**config.mk**
```make
export PLATFORM = sky130hd
export DESIGN_NAME = fp_divsqrt_sched
export DESIGN_NICKNAME = d
export VERILOG_FILES = /design/src/rtl/fp_divsqrt_sched.sv
export SDC_FILE = /design/constraint.sdc
export NUM_CORES = 1
export LEC_CHECK = 0
export BUFFER_PORTS_ARGS = -buffer_cell sky130_fd_sc_hd__buf_2
export CORE_MARGIN = 2
export CORE_UTILIZATION = 44
export CTS_BUF_LIST = sky130_fd_sc_hd__clkbuf_4 sky130_fd_sc_hd__clkbuf_8 sky130_fd_sc_hd__clkbuf_16
export DETAILED_ROUTE_END_ITERATION = 6
export PLACE_DENSITY_LB_ADDON = 0.2
export SLEW_MARGIN = 20
export SYNTH_ARGS = -nofsm -noshare
export SYNTH_HDL_FRONTEND = slang
export SYNTH_SLANG_ARGS = --single-unit
```
**constraint.sdc**
```tcl
create_clock -name clk -period 2.3 [get_ports clk]
set_input_delay 0.115 -clock clk [delete_from_list [all_inputs] [get_ports clk]]
set_output_delay 0.115 -clock clk [all_outputs]
set_load 0.01 [all_outputs]
```
**src/rtl/fp_divsqrt_sched.sv**
```systemverilog
// fp_divsqrt_sched: issue/writeback scheduler for the shared iterative
// fdiv/fsqrt unit. It accepts one op from ID, pulses the unit's start and
// counts down the op's latency. It then writes the result through the FPR
// second write port whenever the e3 writer leaves that port free. It also
// stalls ID/IF for structural hazards and for RAW/WAW hazards on the
// destination register of the op in flight.
// Optional feature macro: FP_DIVSQRT_PERF_EN adds the stall_cycles and
// wb_defer_cycles performance counters.
module fp_divsqrt_sched #(
  parameter int DIV_LAT  = 20,
  parameter int SQRT_LAT = 24,
  parameter int CW       = 5
) (
  input  logic          clk,
  input  logic          clrn,
  input  logic          issue_valid,
  input  logic          issue_op,
  input  logic [4:0]    issue_fd,
  input  logic          pipe_stall_in,
  input  logic [4:0]    id_fs,
  input  logic [4:0]    id_ft,
  input  logic          id_use_fs,
  input  logic          id_use_ft,
  input  logic          id_wf,
  input  logic [4:0]    id_fd,
  input  logic          wb_port_free,
  output logic          start,
  output logic          start_op,
  output logic          busy,
  output logic [CW-1:0] count,
  output logic          stall_ds,
  output logic          wb_we,
  output logic [4:0]    wb_rn,
`ifdef FP_DIVSQRT_PERF_EN
  output logic          wb_op,
  output logic [31:0]   stall_cycles,
  output logic [15:0]   wb_defer_cycles
`else
  output logic          wb_op
`endif
);

  typedef enum logic [1:0] {
    IDLE    = 2'd0,
    RUN     = 2'd1,
    WAIT_WB = 2'd2
  } state_t;

  // Count is loaded with LAT-1 so that the result lands LAT cycles after start.
  localparam logic [CW-1:0] DIV_LOAD  = CW'(DIV_LAT - 1);
  localparam logic [CW-1:0] SQRT_LOAD = CW'(SQRT_LAT - 1);

  state_t        state_reg, state_next;
  logic [CW-1:0] count_reg, count_next;
  logic [4:0]    fd_reg, fd_next;
  logic          op_reg, op_next;

  logic wb_fire;
  logic free_now;
  logic src_match;
  logic haz;
  logic accept;

  // State, countdown and latched destination/op registers.
  always_ff @(posedge clk) begin
    if (clrn) begin
      state_reg <= IDLE;
      count_reg <= '0;
      fd_reg    <= '0;
      op_reg    <= 1'b0;
    end else begin
      state_reg <= state_next;
      count_reg <= count_next;
      fd_reg    <= fd_next;
      op_reg    <= op_next;
    end
  end

  // Writeback, hazard and accept decisions; next-state and countdown logic.
  always_comb begin
    state_next = state_reg;
    count_next = count_reg;
    fd_next    = fd_reg;
    op_next    = op_reg;

    // The e3 writer always wins the port; the result only fires when the port is free.
    wb_fire = wb_port_free &
              (((state_reg == RUN) && (count_reg == '0)) || (state_reg == WAIT_WB));

    // The unit can take a new op if it is idle or if its result drains this cycle.
    free_now = (state_reg == IDLE) | wb_fire;

    src_match = (id_use_fs && (id_fs == fd_reg)) ||
                (id_use_ft && (id_ft == fd_reg)) ||
                (id_wf     && (id_fd == fd_reg));

    // The FPR write completes on the falling edge, so the hazard drops in the write cycle.
    haz = (state_reg != IDLE) & ~wb_fire & src_match;

    accept = issue_valid & ~pipe_stall_in & free_now & ~haz;

    unique case (state_reg)
      IDLE: begin
        count_next = '0;
      end
      RUN: begin
        if (count_reg != '0) begin
          count_next = count_reg - 1'b1;
        end else if (wb_fire) begin
          state_next = IDLE;
        end else begin
          state_next = WAIT_WB;
        end
      end
      WAIT_WB: begin
        count_next = '0;
        if (wb_fire) begin
          state_next = IDLE;
        end
      end
      default: begin
        state_next = IDLE;
        count_next = '0;
      end
    endcase

    // A new accept overrides the drain to IDLE (back-to-back issue).
    if (accept) begin
      state_next = RUN;
      count_next = issue_op ? SQRT_LOAD : DIV_LOAD;
      fd_next    = issue_fd;
      op_next    = issue_op;
    end
  end

  // Output drive; write-port fields are zero when not writing.
  always_comb begin
    start    = accept;
    start_op = accept & issue_op;
    busy     = (state_reg != IDLE);
    count    = count_reg;
    stall_ds = haz | (issue_valid & ~free_now);
    wb_we    = wb_fire;
    wb_rn    = wb_fire ? fd_reg : 5'd0;
    wb_op    = wb_fire & op_reg;
  end

`ifdef FP_DIVSQRT_PERF_EN
  logic [31:0] stall_cycles_reg;
  logic [15:0] wb_defer_cycles_reg;

  // Saturating counters of stall cycles and of cycles spent waiting for the port.
  always_ff @(posedge clk) begin
    if (clrn) begin
      stall_cycles_reg    <= '0;
      wb_defer_cycles_reg <= '0;
    end else begin
      if (stall_ds && (stall_cycles_reg != 32'hFFFF_FFFF)) begin
        stall_cycles_reg <= stall_cycles_reg + 32'd1;
      end
      if ((state_reg == WAIT_WB) && (wb_defer_cycles_reg != 16'hFFFF)) begin
        wb_defer_cycles_reg <= wb_defer_cycles_reg + 16'd1;
      end
    end
  end

  assign stall_cycles    = stall_cycles_reg;
  assign wb_defer_cycles = wb_defer_cycles_reg;
`endif

endmodule

```
==> run_results.csv, run 1 <==
group,metric,value,unit
status,status,"complete, no violations",
synth,async_reset_ff_share,0,%
sta,tns,0,ns
synth,synth_top_family_by_area,"simple AND/OR/NAND/NOR gates",
route,vias,895,
floorplan,dieArea,2320,µm²
clock_network,cts_buffer_depth,2,
synth,ys_seq_elements,13,
clock_network,cts-root-buf,"clkbuf_4",
flow_run,cap_violations,0,
synth,synth_compound_area_share,16.91,%
synth,ys.flop_type,"dfxtp_1",
final_layout,ff_latch_area,260.3,µm²
synth,synth-edff-count,0,
floorplan,dieWidth,48.17,µm
route,antenna_left,0,
route,routedWlPerCell,12.74,µm
synth,synth_area_leaders,"dfxtp_1 30%, xor2_1 13%, nand3_1 5.2%, xnor2_1 5.1%, a21oi_1 4.7%",
synth,syn_nets,132,
floorplan,die_height,48.17,µm
placement,place.gp.congestion,0.9314,
synth,yosysSeqAreaShare,30.32,%
clock_network,cts_sinks,13,
sta,tightest_slew,0.7246,ns
synth,yosysTopAreaCellShare,30.32,%
worst_setup_path,critPathSlowestCell,"or4b_4",
route,drc,0,
synth,yosysUniqueCellTypes,30,
synth,avgSynthCellArea,8.498,µm²
global_route,track_usage,20.20,%
synth,yosys.area_share.simple,27.99,%
global_route,grt_pass1_wl,3222,µm
clock_network,cts_htree_levels,1,
placement,hpwl,1769,µm
sta,final.setup_skew,0.005030,ns
global_route,grt_pass1_vias,745,
power_and_ir_drop,p_leak,0.0005544,µW
synth,synth.area.mux_share,0,%
sta,max_freq,470.8,MHz
worst_setup_path,cp-start-kind,"register",
final_layout,syn2layout_area_growth,33.82,%
sta,hold_viol_final,0,
global_route,overflow,0,
synth,ys.warnings.count,0,
final_layout,drive_gt1_share,40.54,%
synth,synth_common_cells,"13 x dfxtp_1, 13 x xor2_1, 9 x nand3_1",
floorplan,rows,15,
clock_network,cts_tree,"built",
sta,finalWorstPathRequiredPeriod,2.124,ns
synth,synth_area,858.3,µm²
floorplan,initial_core_util,48.14,%
worst_setup_path,slowest_delay,0.53,ns
synth,synth_fa_ha_area_share,2.915,%
placement,dp_cells,167,
sta,setup_viol,0,
clock_network,cts_made_buffers,3,
worst_setup_path,path_max_fanout,7,
route,avgViaCountPerCell,5.173,
clock_network,path_clk_slew,0.08,ns
route,drtIter0Drc,11,
floorplan,core,1783,µm²
worst_hold_path,hold_path.class,"in -> reg",
global_route,antenna_found_initial,0,
synth,synthXorXnorAreaFrac,18.37,%
power_and_ir_drop,p_per_area,490.1,nW/µm²
placement,port_buffers,44,
worst_setup_path,crit_type,"reg -> out",
sta,drv_slew,0,
final_layout,multi_input_comb_area,580.6,µm²
final_layout,nNetsFinal,180,
worst_setup_path,path_cells,"inv_1, ha_1, or4b_4, o22ai_4, buf_4, a31oi_1, buf_2",
synth,synth_largest_area_cell,"dfxtp_1",
final_layout,n_antenna_cell,0,
route,totalWireLength,2204,µm
sta,rsz0062_at_grt,"false",
worst_setup_path,crit_path_end_kind,"output pin",
final_layout,fillers,156,
global_route,grt_max_degree,15,
worst_setup_path,required,2.18,ns
sta,min_period_over_period,92.36,%
route,firstDrtPassIters,4,
worst_setup_path,cp.arrival,2.01,ns
floorplan,io-pin-count,45,
synth,postSynthCellCount,101,
sta,slew-limit-headroom,51.60,%
clock_network,worst_skew_pair.late_latency,0.28,ns
final_layout,instances_no_fill,173,
power_and_ir_drop,ir_drop,0.3189,mV
==> kinds of logic (layout without fill, tap and decap cells) <==
family / Yosys count / count (layout)
xor gates and xnor gates: 18 / 18
adders and majority gates: 2 / 2
buffers and inverters: 6 / 53
DFF: 13 / 13
and+or+nand+nor: 40 / 40
AOI/OAI and AO/OA: 22 / 22
==> routing by layer <==
metal / routed length [µm] / up-vias / share of wire, % / track usage, %
met5: 0 / - / 0 / 0
met4: 26 / 0 / 1.2 / 6.486
met3: 138 / 4 / 6.3 / 5.556
met2: 1031 / 30 / 47 / 32.63
met1: 1008 / 410 / 46 / 26.02
li1: - / 451 / - / -
==> area by class of cell <==
class	count	share of cell area (%)
Sequential cell	13	22.66
Timing Repair Buffer	46	20.48
Tap cell	25	2.723
Clock buffer	4	2.614
Inverter	3	0.9804
Multi-Input combinational cell	82	50.54
==> report_power, final <==
group	switching (µW)	internal [µW]	total, µW	leakage (µW)
logic	78.2	76.2	154	0.000430
registers	17.5	237	254	0.000106
clock network	74.8	79.3	154	0.0000184
total	170	392	563	0.000554
==> what timing repair did <==
item | in CTS | in global routing
setup buffers | 2 | 0
gates resized for setup | 0 | 3
setup endpoints to repair | 2 | 10
hold buffers | 0 | 0
pin swaps | 1 | 0
cloned | 0 | 0
==> worst paths after layout <==
| path | startpoint | end | slack (ns) | cells past startpoint |
|---|---|---|---|---|
| setup / recovery | count[0] | stall_ds | 0.18 | 7 |
| setup reg to reg | count[0] | fd_reg[3] | 0.34 | 8 |
| hold / removal | wb_port_free | state_reg[1] | 0.03 | 2 |
| hold reg to reg | op_reg | op_reg | 0.46 | 2 |
==> critical path: cells and delay by family, from the launching register on <==
kind	cells	cell delay, ns
flip-flops	1	0.34
AO/OA/AOI/OAI	2	0.27
adder cells (fa/ha/maj)	1	0.17
AND/OR/NAND/NOR	1	0.53
buffers and inverters	3	0.41
==> cell usage in the layout (no fill, tap or decap), drive strengths merged, types with 3 or more instances in the layout <==
cell type / n
a21oi: 10
buf: 46
and2: 6
nand3: 9
dfxtp: 13
nand2b: 3
clkbuf: 4
xnor2: 5
nand2: 5
nor3: 3
nor2b: 5
xor2: 13
inv: 3
nor4: 3
o21ai: 6
==> stage by stage <==
stage / worst slack (ns) / cell area (µm²) / total power (µW) / hold slack [ns] / utilization, %
finish: 0.1757 / 1149 / 562.9 / 0.02843 / 64.42
floorplan: 0.4969 / 858.3 / 355.0 / 0.1925 / -
global placement: 0.3740 / 1091 / 399.5 / 0.3233 / 61.19
global route: 0.04643 / 1149 / 602.3 / 0.02686 / 64.42
detailed placement: 0.2546 / 1091 / 404.8 / 0.3315 / 61.19
CTS: 0.03250 / 1136 / 564.1 / 0.02070 / 63.72
Note: power is estimated with default switching activity, not from simulation.
==> inputs of run 2 (changes only) <==
- CORE_MARGIN: 2 -> unset
==> run_results.csv, run 2 (synthesis results as in run 1) <==
group,metric,value,unit
global_route,grt_pass1_vias,703,
route,drc,0,
worst_setup_path,cp.arrival,2.02,ns
final_layout,instances_no_fill,173,
placement,place.gp.congestion,0.9301,
power_and_ir_drop,p_sw_share,29.80,%
route,firstDrtPassIters,4,
route,routedWlPerCell,12.21,µm
power_and_ir_drop,seqPwrFrac,45.5,%
placement,hpwl,1624,µm
route,antenna_left,0,
global_route,track_usage,20.03,%
global_route,grt_max_degree,15,
clock_network,cts_buffer_depth,2,
floorplan,io-pin-count,45,
clock_network,cts_sinks,13,
placement,dpl_cell_area,1091,µm²
final_layout,syn2layout_area_growth,33.82,%
final_layout,drive_gt1_share,40.54,%
worst_setup_path,crit_family,"simple AND/OR/NAND/NOR gates",
sta,tightest_slew,0.6197,ns
route,drtIter0Drc,16,
sta,min_period_over_period,92.69,%
sta,slew-limit-headroom,58.60,%
sta,finalWorstPathRequiredPeriod,2.132,ns
sta,setup_viol,0,
floorplan,rows,15,
worst_setup_path,path_cells,"inv_1, ha_1, or4b_4, o22ai_4, buf_4, a31oi_1, buf_2",
status,status,"complete, no violations",
power_and_ir_drop,p_per_area,486.3,nW/µm²
final_layout,final_common_cell,"buf_2",
sta,fin_ws,0.1680,ns
sta,hold_viol_final,0,
placement,port_buffers,44,
worst_setup_path,cp-start-kind,"register",
global_route,grt_pass1_wl,3042,µm
route,vias,853,
clock_network,cts_made_buffers,3,
worst_setup_path,path_max_fanout,7,
clock_network,cts_tree,"built",
power_and_ir_drop,p_int,392.1,µW
final_layout,n_antenna_cell,0,
sta,drv_slew,0,
worst_setup_path,r2r_slack,0.33,ns
sta,tns,0,ns
global_route,overflow,0,
power_and_ir_drop,combPwrFrac,27.6,%
clock_network,cts_htree_levels,1,
floorplan,core,1783,µm²
worst_setup_path,required,2.18,ns
placement,dp_cells,167,
flow_run,cap_violations,0,
worst_setup_path,slowest_delay,0.53,ns
floorplan,die_height,46.17,µm
final_layout,stdcell_area,1149,µm²
floorplan,dieArea,2131,µm²
power_and_ir_drop,ir_drop,0.3315,mV
clock_network,ctsHoldBuffers,0,
global_route,antenna_found_initial,0,
placement,pre_cts_ws,0.3013,ns
clock_network,cts-root-buf,"clkbuf_4",
power_and_ir_drop,p_leak,0.0005544,µW
power_and_ir_drop,net-switching-power,166.5,µW
sta,final.setup_skew,0.0004581,ns
final_layout,most-common-layout-cells,"44 x buf_2, 13 x xor2_1, 13 x dfxtp_1, 9 x nand3_1, 8 x a21oi_1",
sta,max_freq,469.1,MHz
route,avgViaCountPerCell,4.931,
worst_setup_path,path_buf_inv,3,
route,totalWireLength,2112,µm
final_layout,nNetsFinal,180,
worst_hold_path,hold_path.class,"in -> reg",
clock_network,path_clk_slew,0.08,ns
clock_network,worst_skew_pair.late_latency,0.27,ns
power_and_ir_drop,p_total,558.6,µW
power_and_ir_drop,p_clk_share,26.9,%
worst_setup_path,critPathSlowestCell,"or4b_4",
floorplan,dieWidth,46.17,µm
floorplan,initial_core_util,48.14,%
worst_setup_path,crit_type,"reg -> out",
worst_setup_path,crit_path_end_kind,"output pin",
sta,rsz0062_at_grt,"false",
[run 2: power by group through the flow]
stage / registers (µW) / clock network, µW / logic [µW]
global placement: 258 / 0 / 141
global route: 256 / 167 / 168
CTS: 254 / 155 / 146
floorplan: 257 / 0 / 97.8
finish: 254 / 150 / 154
detailed placement: 259 / 0 / 145
[run 2: per-layer routing]
metal / up-vias / global-route usage (%) / routed length (µm)
met4: 0 / 5.294 / 12
met1: 376 / 26.48 / 1041
met3: 2 / 5.098 / 95
met5: - / 0 / 0
li1: 451 / - / -
met2: 24 / 32.11 / 962
[run 2: area by class of cell]
| cell class | count | area, µm² |
|---|---|---|
| fill | 159 | 634.4 |
| sequential | 13 | 260.3 |
| timing repair buffer | 46 | 235.2 |
| clock buffer | 4 | 30.03 |
| inverter | 3 | 11.26 |
| tap | 25 | 31.28 |
| multi-input combinational | 82 | 580.6 |
[run 2: repair_timing]
item                                    in CTS  in global routing
pin swaps                                    1                  1
endpoints found under the hold margin        0                  0
gates resized for setup                      0                  3
endpoints found under the setup margin       1                  9
buffers inserted                             0                  2
[run 2: stage by stage]
stage	hold slack, ns	util (%)
2_1_floorplan	0.1925	-
3_3_place_gp	0.3233	61.19
3_5_place_dp	0.3394	61.19
4_1_cts	0.04148	62.88
5_1_grt	0.04689	64.42
6_report	0.04928	64.42
[run 2: path summary, 6_finish.rpt]
| path | startpoint | endpoint | cells after the start |
|---|---|---|---|
| setup reg to reg | count[0] | fd_reg[0] | 8 |
| setup / recovery | count[0] | stall_ds | 7 |
| hold reg to reg | op_reg | op_reg | 2 |
| hold / removal | wb_port_free | state_reg[1] | 2 |
[run 2: worst reg2reg max path: cells and delay by family (launching register included)]
kind | cells | cell delay (ns)
adder cells (fa/ha/maj) | 1 | 0.17
flip-flops | 1 | 0.34
AO/OA/AOI/OAI | 2 | 0.42
AND/OR/NAND/NOR | 2 | 0.60
buffers and inverters | 3 | 0.38
